<file path="src/rtl/mux5_rr_arbiter.sv">
// Round-robin arbiter for a 5-input shared 32-bit result mux: one-hot grant, mux select
// and valid, with locked multi-beat ownership bounded by MAX_HOLD accepted beats.
module mux5_rr_arbiter #(
  parameter int unsigned MAX_HOLD    = 8,
  parameter logic [2:0]  DEFAULT_SEL = 3'b000
) (
  input  logic       CLK,
  input  logic       RESET,
  input  logic [4:0] REQ,
  input  logic [4:0] LOCK,
  input  logic       READY,
  output logic [4:0] GNT,
  output logic [2:0] SELECT,
  output logic       VALID
);

  localparam int unsigned    HW         = $clog2(MAX_HOLD + 1);
  localparam logic [HW-1:0]  HOLD_LIMIT = HW'(MAX_HOLD);

  typedef enum logic [0:0] {
    ST_IDLE  = 1'b0,
    ST_GRANT = 1'b1
  } state_t;

  state_t        state_r;
  logic [2:0]    ptr_r;
  logic [HW-1:0] hold_r;
  logic [4:0]    gnt_r;
  logic [2:0]    sel_r;
  logic          valid_r;

  logic [2:0]    pick_s;
  logic [HW-1:0] hold_inc_s;
  logic          stay_s;
  logic          owner_req_s;

  // First requester after ptr, scanning ptr+1 .. ptr+5 modulo 5.
  function automatic logic [2:0] rr_pick(input logic [4:0] req, input logic [2:0] ptr);
    logic [2:0] idx;
    logic       found;
    rr_pick = ptr;
    found   = 1'b0;
    for (int k = 1; k <= 5; k++) begin
      idx = 3'((int'(ptr) + k) % 5);
      if (!found && req[idx]) begin
        rr_pick = idx;
        found   = 1'b1;
      end
    end
  endfunction

  function automatic logic [4:0] onehot5(input logic [2:0] idx);
    onehot5 = 5'(5'b00001 << idx);
  endfunction

  // While granted, ptr_r equals the owner, so one scan from ptr_r visits every other
  // requester before the owner itself -- that gives both the idle pick and the
  // release pick (others first, owner re-granted last).
  always_comb begin
    pick_s      = rr_pick(REQ, ptr_r);
    hold_inc_s  = hold_r + HW'(1);
    owner_req_s = REQ[ptr_r];
    stay_s      = LOCK[ptr_r] && (hold_inc_s < HOLD_LIMIT);
  end

  // Arbitration state machine with registered grant, select and valid.
  always_ff @(posedge CLK or negedge RESET) begin
    if (!RESET) begin
      state_r <= ST_IDLE;
      ptr_r   <= 3'd4;
      hold_r  <= '0;
      gnt_r   <= 5'b00000;
      sel_r   <= DEFAULT_SEL;
      valid_r <= 1'b0;
    end else begin
      case (state_r)
        ST_IDLE: begin
          if (|REQ) begin
            state_r <= ST_GRANT;
            ptr_r   <= pick_s;
            hold_r  <= '0;
            gnt_r   <= onehot5(pick_s);
            sel_r   <= pick_s;
            valid_r <= 1'b1;
          end else begin
            state_r <= ST_IDLE;
            gnt_r   <= 5'b00000;
            sel_r   <= DEFAULT_SEL;
            valid_r <= 1'b0;
          end
        end
        ST_GRANT: begin
          if (!owner_req_s || (READY && !stay_s)) begin
            if (|REQ) begin
              state_r <= ST_GRANT;
              ptr_r   <= pick_s;
              hold_r  <= '0;
              gnt_r   <= onehot5(pick_s);
              sel_r   <= pick_s;
              valid_r <= 1'b1;
            end else begin
              state_r <= ST_IDLE;
              hold_r  <= '0;
              gnt_r   <= 5'b00000;
              sel_r   <= DEFAULT_SEL;
              valid_r <= 1'b0;
            end
          end else if (READY) begin
            hold_r <= hold_inc_s;
          end else begin
            hold_r <= hold_r;
          end
        end
        default: begin
          state_r <= ST_IDLE;
          ptr_r   <= 3'd4;
          hold_r  <= '0;
          gnt_r   <= 5'b00000;
          sel_r   <= DEFAULT_SEL;
          valid_r <= 1'b0;
        end
      endcase
    end
  end

  assign GNT    = gnt_r;
  assign SELECT = sel_r;
  assign VALID  = valid_r;

endmodule

</file>
<file path="config.mk">
export PLATFORM = sky130hd
export DESIGN_NAME = mux5_rr_arbiter
export DESIGN_NICKNAME = d
export VERILOG_FILES = /design/src/rtl/mux5_rr_arbiter.sv
export SDC_FILE = /design/constraint.sdc
export NUM_CORES = 1
export LEC_CHECK = 0
export BUFFER_PORTS_ARGS = -buffer_cell sky130_fd_sc_hd__buf_2
export CORE_ASPECT_RATIO = 0.6
export CORE_MARGIN = 2
export CORE_UTILIZATION = 35
export CTS_CLUSTER_SIZE = 12
export DETAILED_ROUTE_END_ITERATION = 8
export GPL_TIMING_DRIVEN = 0
export SETUP_SLACK_MARGIN = 0.15
export SYNTH_ARGS = -nofsm -noshare
export SYNTH_HDL_FRONTEND = slang
export SYNTH_SLANG_ARGS = --single-unit
export TNS_END_PERCENT = 20
</file>
<file path="constraint.sdc">
create_clock -name CLK -period 5.67 [get_ports CLK]
set_input_delay 0.2835 -clock CLK [delete_from_list [all_inputs] [get_ports CLK]]
set_output_delay 0.2835 -clock CLK [all_outputs]
set_load 0.02 [all_outputs]
</file>
### After elaboration in Yosys (flattened, before gate mapping)

Index checks and enable logic that the tools add are counted.
Widths: inputs -> output; s select.

* input bits: 13
* logic and storage cells: 85
* register bits after elaboration: 17
* output and inout port bits: 9

* eq/ne operators: 3
* div/mod/pow operators: 5
* bitwise operators: 1
* add/subtract/negate cells: 6
* order comparisons: 7
* reductions and logical operators: 15
* shifts and indexed selects: 1
* muxes and demuxes: 41

Operators by type and width (count)
* $mod 32x4->32 const B: 5
* $mux 3: 9
* $lt 3x4->1 const B: 6
* $bmux 1 s3: 7
* $mux 1: 14
* $mux 4: 3
* $pmux 3 s2: 2
* $mux 5: 2
* $pmux 5 s2: 1
* $add 3x2->4 const B: 2
* $add 3x3->4 const B: 2
* $pmux 4 s2: 1
* $logic_and 1x1->1: 6
* $logic_not 1->1: 6
* $reduce_or 5->1: 1
* $shl 1x3->5 const A: 1
* $add 3x1->4 const B: 1
* $add 4x1->4 const B: 1
* $lt 4x4->1 const B: 1
* $pmux 1 s2: 2
* $ne 3x2->1 const B: 1
* $ne 2x1->1 const B: 1
* $ne 2x2->1 const B: 1
* $reduce_and 2->1: 1
* other kinds (2): 2

### Depth between registers and ports, before layout

* word-level depth: 21
* depth in mapped cells: 23
* gate-level depth less buffers: 18

### Worst setup path before layout

No wires, ideal clock.

* path type: reg2reg
* start: register ptr_r[1]
* end: register gnt_r[1], in the netlist GNT[1]
* stages on the path, launching flop included: 19
* library setup time: 121 ps
* clock period less this slack: 4837 ps
* path slack: 833 ps
* arrival time: 4716 ps
* required time: 5549 ps
* buffers on the path: 1
* cells stage by stage: dfrtp_1 > clkbuf_1 > inv_1 > ha_1 > o21a_1 > a21oi_1 > xnor2_1 > ha_1 > fa_1 > a21bo_2 > or4_1 > a2111oi_1 > or2_2 > nand2b_1 > a31oi_4 > o221a_1 > o32a_2 > and3_1 > a22o_2

* cells in the longest elaborated chain, start to end: 21
* elaborated cells on any way between the ends: 51
* classes of those cells: add/sub (5); div (5); eq/ne (1); shift (1); mux (26); reduce/logical (13)

RTL lines
* from (decl): RTL line 26 `logic [2:0] ptr_r;`
* from (signal assigned): RTL line 80 `ptr_r <= pick_s;`
* from (signal assigned): RTL line 96 `ptr_r <= pick_s;`
* $add 3x1->4: RTL line 44 `idx = 3'((int'(ptr) + k) % 5);`
* $mod 32x4->32: RTL line 44
* $bmux 1 s3: RTL line 45 `if (!found && req[idx]) begin`
* $mux 1 (not written as such): RTL line 45
* $mux 1: RTL line 45
* $logic_not 1->1: RTL line 45
* $logic_and 1x1->1: RTL line 45
* $mux 1: RTL line 45
* [5 not listed]
* $mux 1: RTL line 45
* $logic_not 1->1: RTL line 45
* $logic_and 1x1->1: RTL line 45
* $mux 3: RTL line 45
* $shl 1x3->5: RTL line 53 `onehot5 = 5'(5'b00001 << idx);`
* $mux 5: RTL line 78, 94
* $mux 5: RTL line 93 `if (!owner_req_s || (READY && !stay_s)) begin`
* $pmux 5 s2: RTL line 76 `case (state_r)`
* to (signal assigned): RTL line 82 `gnt_r <= onehot5(pick_s);`
* to (signal assigned): RTL line 98 `gnt_r <= onehot5(pick_s);`
* to (decl): RTL line 28 `logic [4:0] gnt_r;`

Several ways; a longest one is shown, not always the timed one. The select of a mux whose other input is x is not followed.
A chain may end at the register's enable or synchronous reset.

### Worst setup path in the final report

* start: register ptr_r[0]
* end: register gnt_r[1], in the netlist GNT[1]

Same word-level chain as after synthesis.

==> report_table.html <==
<table>
<tr><th>Metric</th><th>Value</th></tr>
<tr><th colspan="2">Layout</th></tr>
<tr><td>Most frequent standard cell in the layout excluding fill and tap cells</td><td>sky130_fd_sc_hd__nand2_1</td></tr>
<tr><td>Fraction of layout instances using a drive strength above 1</td><td>22.4%</td></tr>
<tr><td>Cell area after layout</td><td>3330 um2</td></tr>
<tr><td>Fill cells</td><td>790</td></tr>
<tr><td>Most used cells in the layout excluding fill and tap cells</td><td>34 x sky130_fd_sc_hd__nand2_1, 30 x sky130_fd_sc_hd__nor2_1, 24 x sky130_fd_sc_hd__ha_1</td></tr>
<tr><td>Area used by sequential logic in the layout</td><td>428 um2</td></tr>
<tr><td>Number of antenna cells inserted</td><td>0</td></tr>
<tr><td>Post-layout nets</td><td>426</td></tr>
<tr><td>Area occupied by multi-input gates</td><td>2290 um2</td></tr>
<tr><td>Area growth from synthesis to layout</td><td>16.4%</td></tr>
<tr><th colspan="2">Global route</th></tr>
<tr><td>Antenna violations before repair</td><td>0</td></tr>
<tr><td>Aggregate global routing overflow</td><td>0</td></tr>
<tr><td>Pin count of the biggest net entering global routing</td><td>18</td></tr>
<tr><td>Via count of the first global-routing pass</td><td>2636</td></tr>
<tr><td>Total Routing Usage GR</td><td>19.5%</td></tr>
<tr><td>Global-route wire length before repair</td><td>13800 um</td></tr>
<tr><th colspan="2">Die</th></tr>
<tr><td>Die area</td><td>8950 um2</td></tr>
<tr><td>Area of the core region</td><td>7910 um2</td></tr>
<tr><td>Die extent in y</td><td>74.1 um</td></tr>
<tr><td>Count of standard-cell rows</td><td>25</td></tr>
<tr><td>Total I/O pin count</td><td>22</td></tr>
<tr><td>Initial core utilization</td><td>36.2%</td></tr>
<tr><td>Die span in x</td><td>121 um</td></tr>
<tr><th colspan="2">Worst setup path</th></tr>
<tr><td>Number of cells on the worst reg-to-reg path</td><td>22</td></tr>
<tr><td>Critical path startpoint category</td><td>flip-flop</td></tr>
<tr><td>Most common cell on crit path</td><td>sky130_fd_sc_hd__buf_6</td></tr>
<tr><td>Launching element of the worst setup path</td><td>ptr_r[0]</td></tr>
<tr><td>WP data required</td><td>5.80 ns</td></tr>
<tr><td>Crit path DAT</td><td>5.47 ns</td></tr>
<tr><td>Source of the worst register-to-register timing path</td><td>ptr_r[0]</td></tr>
<tr><td>Critical setup path kind</td><td>reg -&gt; reg</td></tr>
<tr><td>Register-to-register path setup slack</td><td>0.33 ns</td></tr>
<tr><td>Crit. End Element</td><td>flip-flop</td></tr>
<tr><td>Slowest cell on the critical path</td><td>sky130_fd_sc_hd__o32a_2</td></tr>
<tr><td>Crit Path Max Fanout</td><td>10</td></tr>
<tr><td>Critical path capture point</td><td>GNT[1]</td></tr>
<tr><td>Endpoint of the most critical register-to-register path</td><td>GNT[1]</td></tr>
<tr><td>Largest stage delay, worst path</td><td>0.45 ns</td></tr>
<tr><td>Worst-path cell chain</td><td>buf_8, buf_6, buf_6, buf_6, clkinvlp_4, ha_4, buf_4, buf_6, buf_6, nand2_1, ha_1, nand2b_2, a2111o_1, a31oi_1, a311oi_1, or3_1, clkbuf_2, a21o_1, o221a_1, o32a_2, and3_1, a22o_2</td></tr>
<tr><th colspan="2">Detailed routing</th></tr>
<tr><td>Routed wire length on met3</td><td>908 um</td></tr>
<tr><td>First-pass DRT Iterations</td><td>5</td></tr>
<tr><td>Total Wirelength</td><td>8810 um</td></tr>
<tr><td>Via density per instance</td><td>5.99</td></tr>
<tr><td>Detailed-routed wire length on met2</td><td>3500 um</td></tr>
<tr><td>Met1 wire length</td><td>4340 um</td></tr>
<tr><td>Post-route ant nets</td><td>0</td></tr>
<tr><td>Max Used Layer</td><td>met4</td></tr>
<tr><td>Count of unresolved DRC violations after routing</td><td>0</td></tr>
<tr><td>Number of vias after detailed routing</td><td>2946</td></tr>
<tr><td>Number of DRC markers after the initial detailed-route iteration</td><td>359</td></tr>
<tr><td>Mean routed wirelength per cell</td><td>17.9 um</td></tr>
<tr><th colspan="2">Clocking</th></tr>
<tr><td>Buffer cell driving the clock tree root</td><td>sky130_fd_sc_hd__clkbuf_16</td></tr>
<tr><td>Clock network latency to the later pin of the worst-skew pair</td><td>0.25 ns</td></tr>
<tr><td>TritonCTS buffer count</td><td>3</td></tr>
<tr><td>CTS tree</td><td>done</td></tr>
<tr><td>Maximum root-to-sink buffer count</td><td>2</td></tr>
<tr><td>Clock sink count</td><td>17</td></tr>
<tr><td>Clock input transition at the sequential cells of the worst setup and hold paths</td><td>0.05 ns</td></tr>
<tr><td>H-tree depth</td><td>1</td></tr>
<tr><th colspan="2">Synth</th></tr>
<tr><td>Synthesized netlist net count</td><td>393</td></tr>
<tr><td>EDFF count, synth</td><td>0</td></tr>
<tr><td>Area of the mapped netlist</td><td>2860 um2</td></tr>
<tr><td>Fraction of registers with async set/reset</td><td>100%</td></tr>
<tr><td>Number of warning messages in the yosys log</td><td>0</td></tr>
<tr><td>Post-Synthesis Mean Instance Area</td><td>8.14 um2</td></tr>
<tr><td>Count of different cell masters after synthesis</td><td>84</td></tr>
<tr><td>Synthesis-stage register bit count</td><td>17</td></tr>
<tr><td>Synth Instances</td><td>352</td></tr>
<tr><td>Seq/Total Area, Yosys</td><td>14.9%</td></tr>
<tr><td>Commonest register cell after synthesis</td><td>sky130_fd_sc_hd__dfrtp_1</td></tr>
<tr><th colspan="2">STA</th></tr>
<tr><td>Slew at the pin with the worst max-slew slack</td><td>0.696 ns</td></tr>
<tr><td>Max-Slew Margin vs Limit</td><td>53.3%</td></tr>
<tr><td>Tmin final</td><td>5.34 ns</td></tr>
<tr><td>Worst clock skew</td><td>0.00230 ns</td></tr>
<tr><td>Hold violation total from the final report</td><td>0</td></tr>
<tr><td>Tcrit/Tclk final</td><td>94.1%</td></tr>
<tr><td>Endpoints failing setup</td><td>0</td></tr>
<tr><td>Max Freq</td><td>187 MHz</td></tr>
<tr><td>Unrepaired setup endpoints after global routing</td><td>no</td></tr>
<tr><td>Hold slack final</td><td>0.438 ns</td></tr>
<tr><td>Max-slew violation count</td><td>0</td></tr>
<tr><th colspan="2">Placement</th></tr>
<tr><td>Cell area reported after detailed placement</td><td>3100 um2</td></tr>
<tr><td>Final weighted congestion in routability-driven placement</td><td>0.934</td></tr>
<tr><td>IO buf count</td><td>21</td></tr>
<tr><td>Post-detailed-placement half-perimeter wirelength</td><td>6860 um</td></tr>
<tr><th colspan="2">Min path</th></tr>
<tr><td>Kind of path behind the tightest hold check</td><td>in -&gt; reg</td></tr>
<tr><td>Hold Path Depth</td><td>4</td></tr>
<tr><th colspan="2">Run status</th></tr>
<tr><td>Status</td><td>finished, final reports clean</td></tr>
<tr><th colspan="2">Run</th></tr>
<tr><td>Max_cap viols</td><td>0</td></tr>
</table>
==> routing by layer <==
metal / up-vias / global-route usage [%]
li1: 1384 / -
met1: 1404 / 30.7
met2: 152 / 28.0
met3: 6 / 3.91
met4: 0 / 1.94
met5: - / 0
==> through the flow <==
| stage | setup slack [ns] | instances | util (%) | TNS, ns |
|---|---|---|---|---|
| 3_5_place_dp | -0.124 | 481 | 39.2 | -0.249 |
| 2_1_floorplan | 0.833 | 352 | - | 0 |
| 3_3_place_gp | -0.0717 | 481 | 39.2 | -0.138 |
| 5_1_grt | 0.139 | 492 | 42.1 | 0 |
| 6_report | 0.332 | 492 | 42.1 | 0 |
| 4_1_cts | 0.210 | 486 | 40.8 | 0 |
==> logic make-up after synthesis <==
group	count (synthesis)	share of synthesized area, %
buffers and inverters	40	7.16
AO/OA/AOI/OAI	104	29.5
adder cells (fa/ha/maj)	29	12.8
multiplexers	16	6.55
XOR/XNOR	10	4.63
flip-flops	17	14.9
AND/OR/NAND/NOR	136	24.4
==> synthesized netlist by cell type (3+ instances only) <==
master / count / area (um2)
sky130_fd_sc_hd__and3_1: 6 / 37.5
sky130_fd_sc_hd__ha_1: 27 / 338
sky130_fd_sc_hd__dfrtp_1: 16 / 400
sky130_fd_sc_hd__mux2i_1: 12 / 120
sky130_fd_sc_hd__nor3_1: 7 / 35.0
sky130_fd_sc_hd__a2bb2oi_1: 3 / 26.3
sky130_fd_sc_hd__and2_1: 5 / 31.3
sky130_fd_sc_hd__a211o_1: 4 / 35.0
sky130_fd_sc_hd__inv_1: 21 / 78.8
sky130_fd_sc_hd__buf_4: 5 / 37.5
sky130_fd_sc_hd__o311ai_0: 4 / 35.0
sky130_fd_sc_hd__a32oi_1: 4 / 35.0
sky130_fd_sc_hd__nor2b_1: 5 / 31.3
sky130_fd_sc_hd__nor2_1: 30 / 113
sky130_fd_sc_hd__nand4_1: 3 / 18.8
sky130_fd_sc_hd__a21oi_1: 15 / 75.1
sky130_fd_sc_hd__a21o_1: 6 / 45.0
sky130_fd_sc_hd__a211oi_1: 3 / 22.5
sky130_fd_sc_hd__buf_6: 4 / 45.0
sky130_fd_sc_hd__o2bb2ai_1: 4 / 35.0
sky130_fd_sc_hd__nand2_1: 34 / 128
sky130_fd_sc_hd__nand2b_1: 13 / 81.3
sky130_fd_sc_hd__xnor2_1: 5 / 43.8
sky130_fd_sc_hd__nand3_1: 12 / 60.1
sky130_fd_sc_hd__o21ai_0: 15 / 75.1
sky130_fd_sc_hd__buf_2: 3 / 15.0
sky130_fd_sc_hd__nor4_1: 5 / 31.3
sky130_fd_sc_hd__clkbuf_1: 4 / 15.0
sky130_fd_sc_hd__a221o_1: 3 / 30.0
sky130_fd_sc_hd__nor3b_1: 3 / 22.5
==> flip-flops by register name, summed over array words and instances, names as in the netlist <==
register and cells:
GNT 5, VALID 1, ptr_r 3, hold_r 4, SELECT 3, state_r 1
==> worst min path at each step <==
| stage | slack, ns | from | to |
|---|---|---|---|
| after CTS | 0.44 | READY | hold_r[1] |
| after global routing | 0.50 | SELECT[2] | SELECT[2] |
| final | 0.44 | READY | hold_r[1] |
| after global placement | 0.23 | RESET | GNT[0] |
| after detailed placement | 0.23 | RESET | GNT[0] |
| after floorplan | -0.01 | RESET | GNT[0] |
==> worst max-delay path: cells and delay by family, from the launching register on <==
family | cells | cell delay [ns]
AO/OA/AOI/OAI | 7 | 1.69
adder cells (fa/ha/maj) | 2 | 0.62
AND/OR/NAND/NOR | 4 | 0.89
flip-flops | 1 | 0.44
buffers and inverters | 9 | 1.55
==> what timing repair did <==
item                                   CTS  global route
pin swaps                                0             1
hold buffers                             1             0
endpoints found under the hold margin   16             0
buffers inserted                         0             6
setup endpoints to repair                9            10
resized for setup                        8            15
==> cell type report <==
type                    instances  area share (%)
clock buffers                   4            2.36
inverters                      24            3.00
well taps                     108            4.05
multi-input cells             295            68.8
repair buffers                 28            4.80
plain buffers                  16            4.17
flip-flops and latches         17            12.8
Power is not shown: default switching activity piles up to over one toggle a cycle in this logic, so the estimate is an artifact.
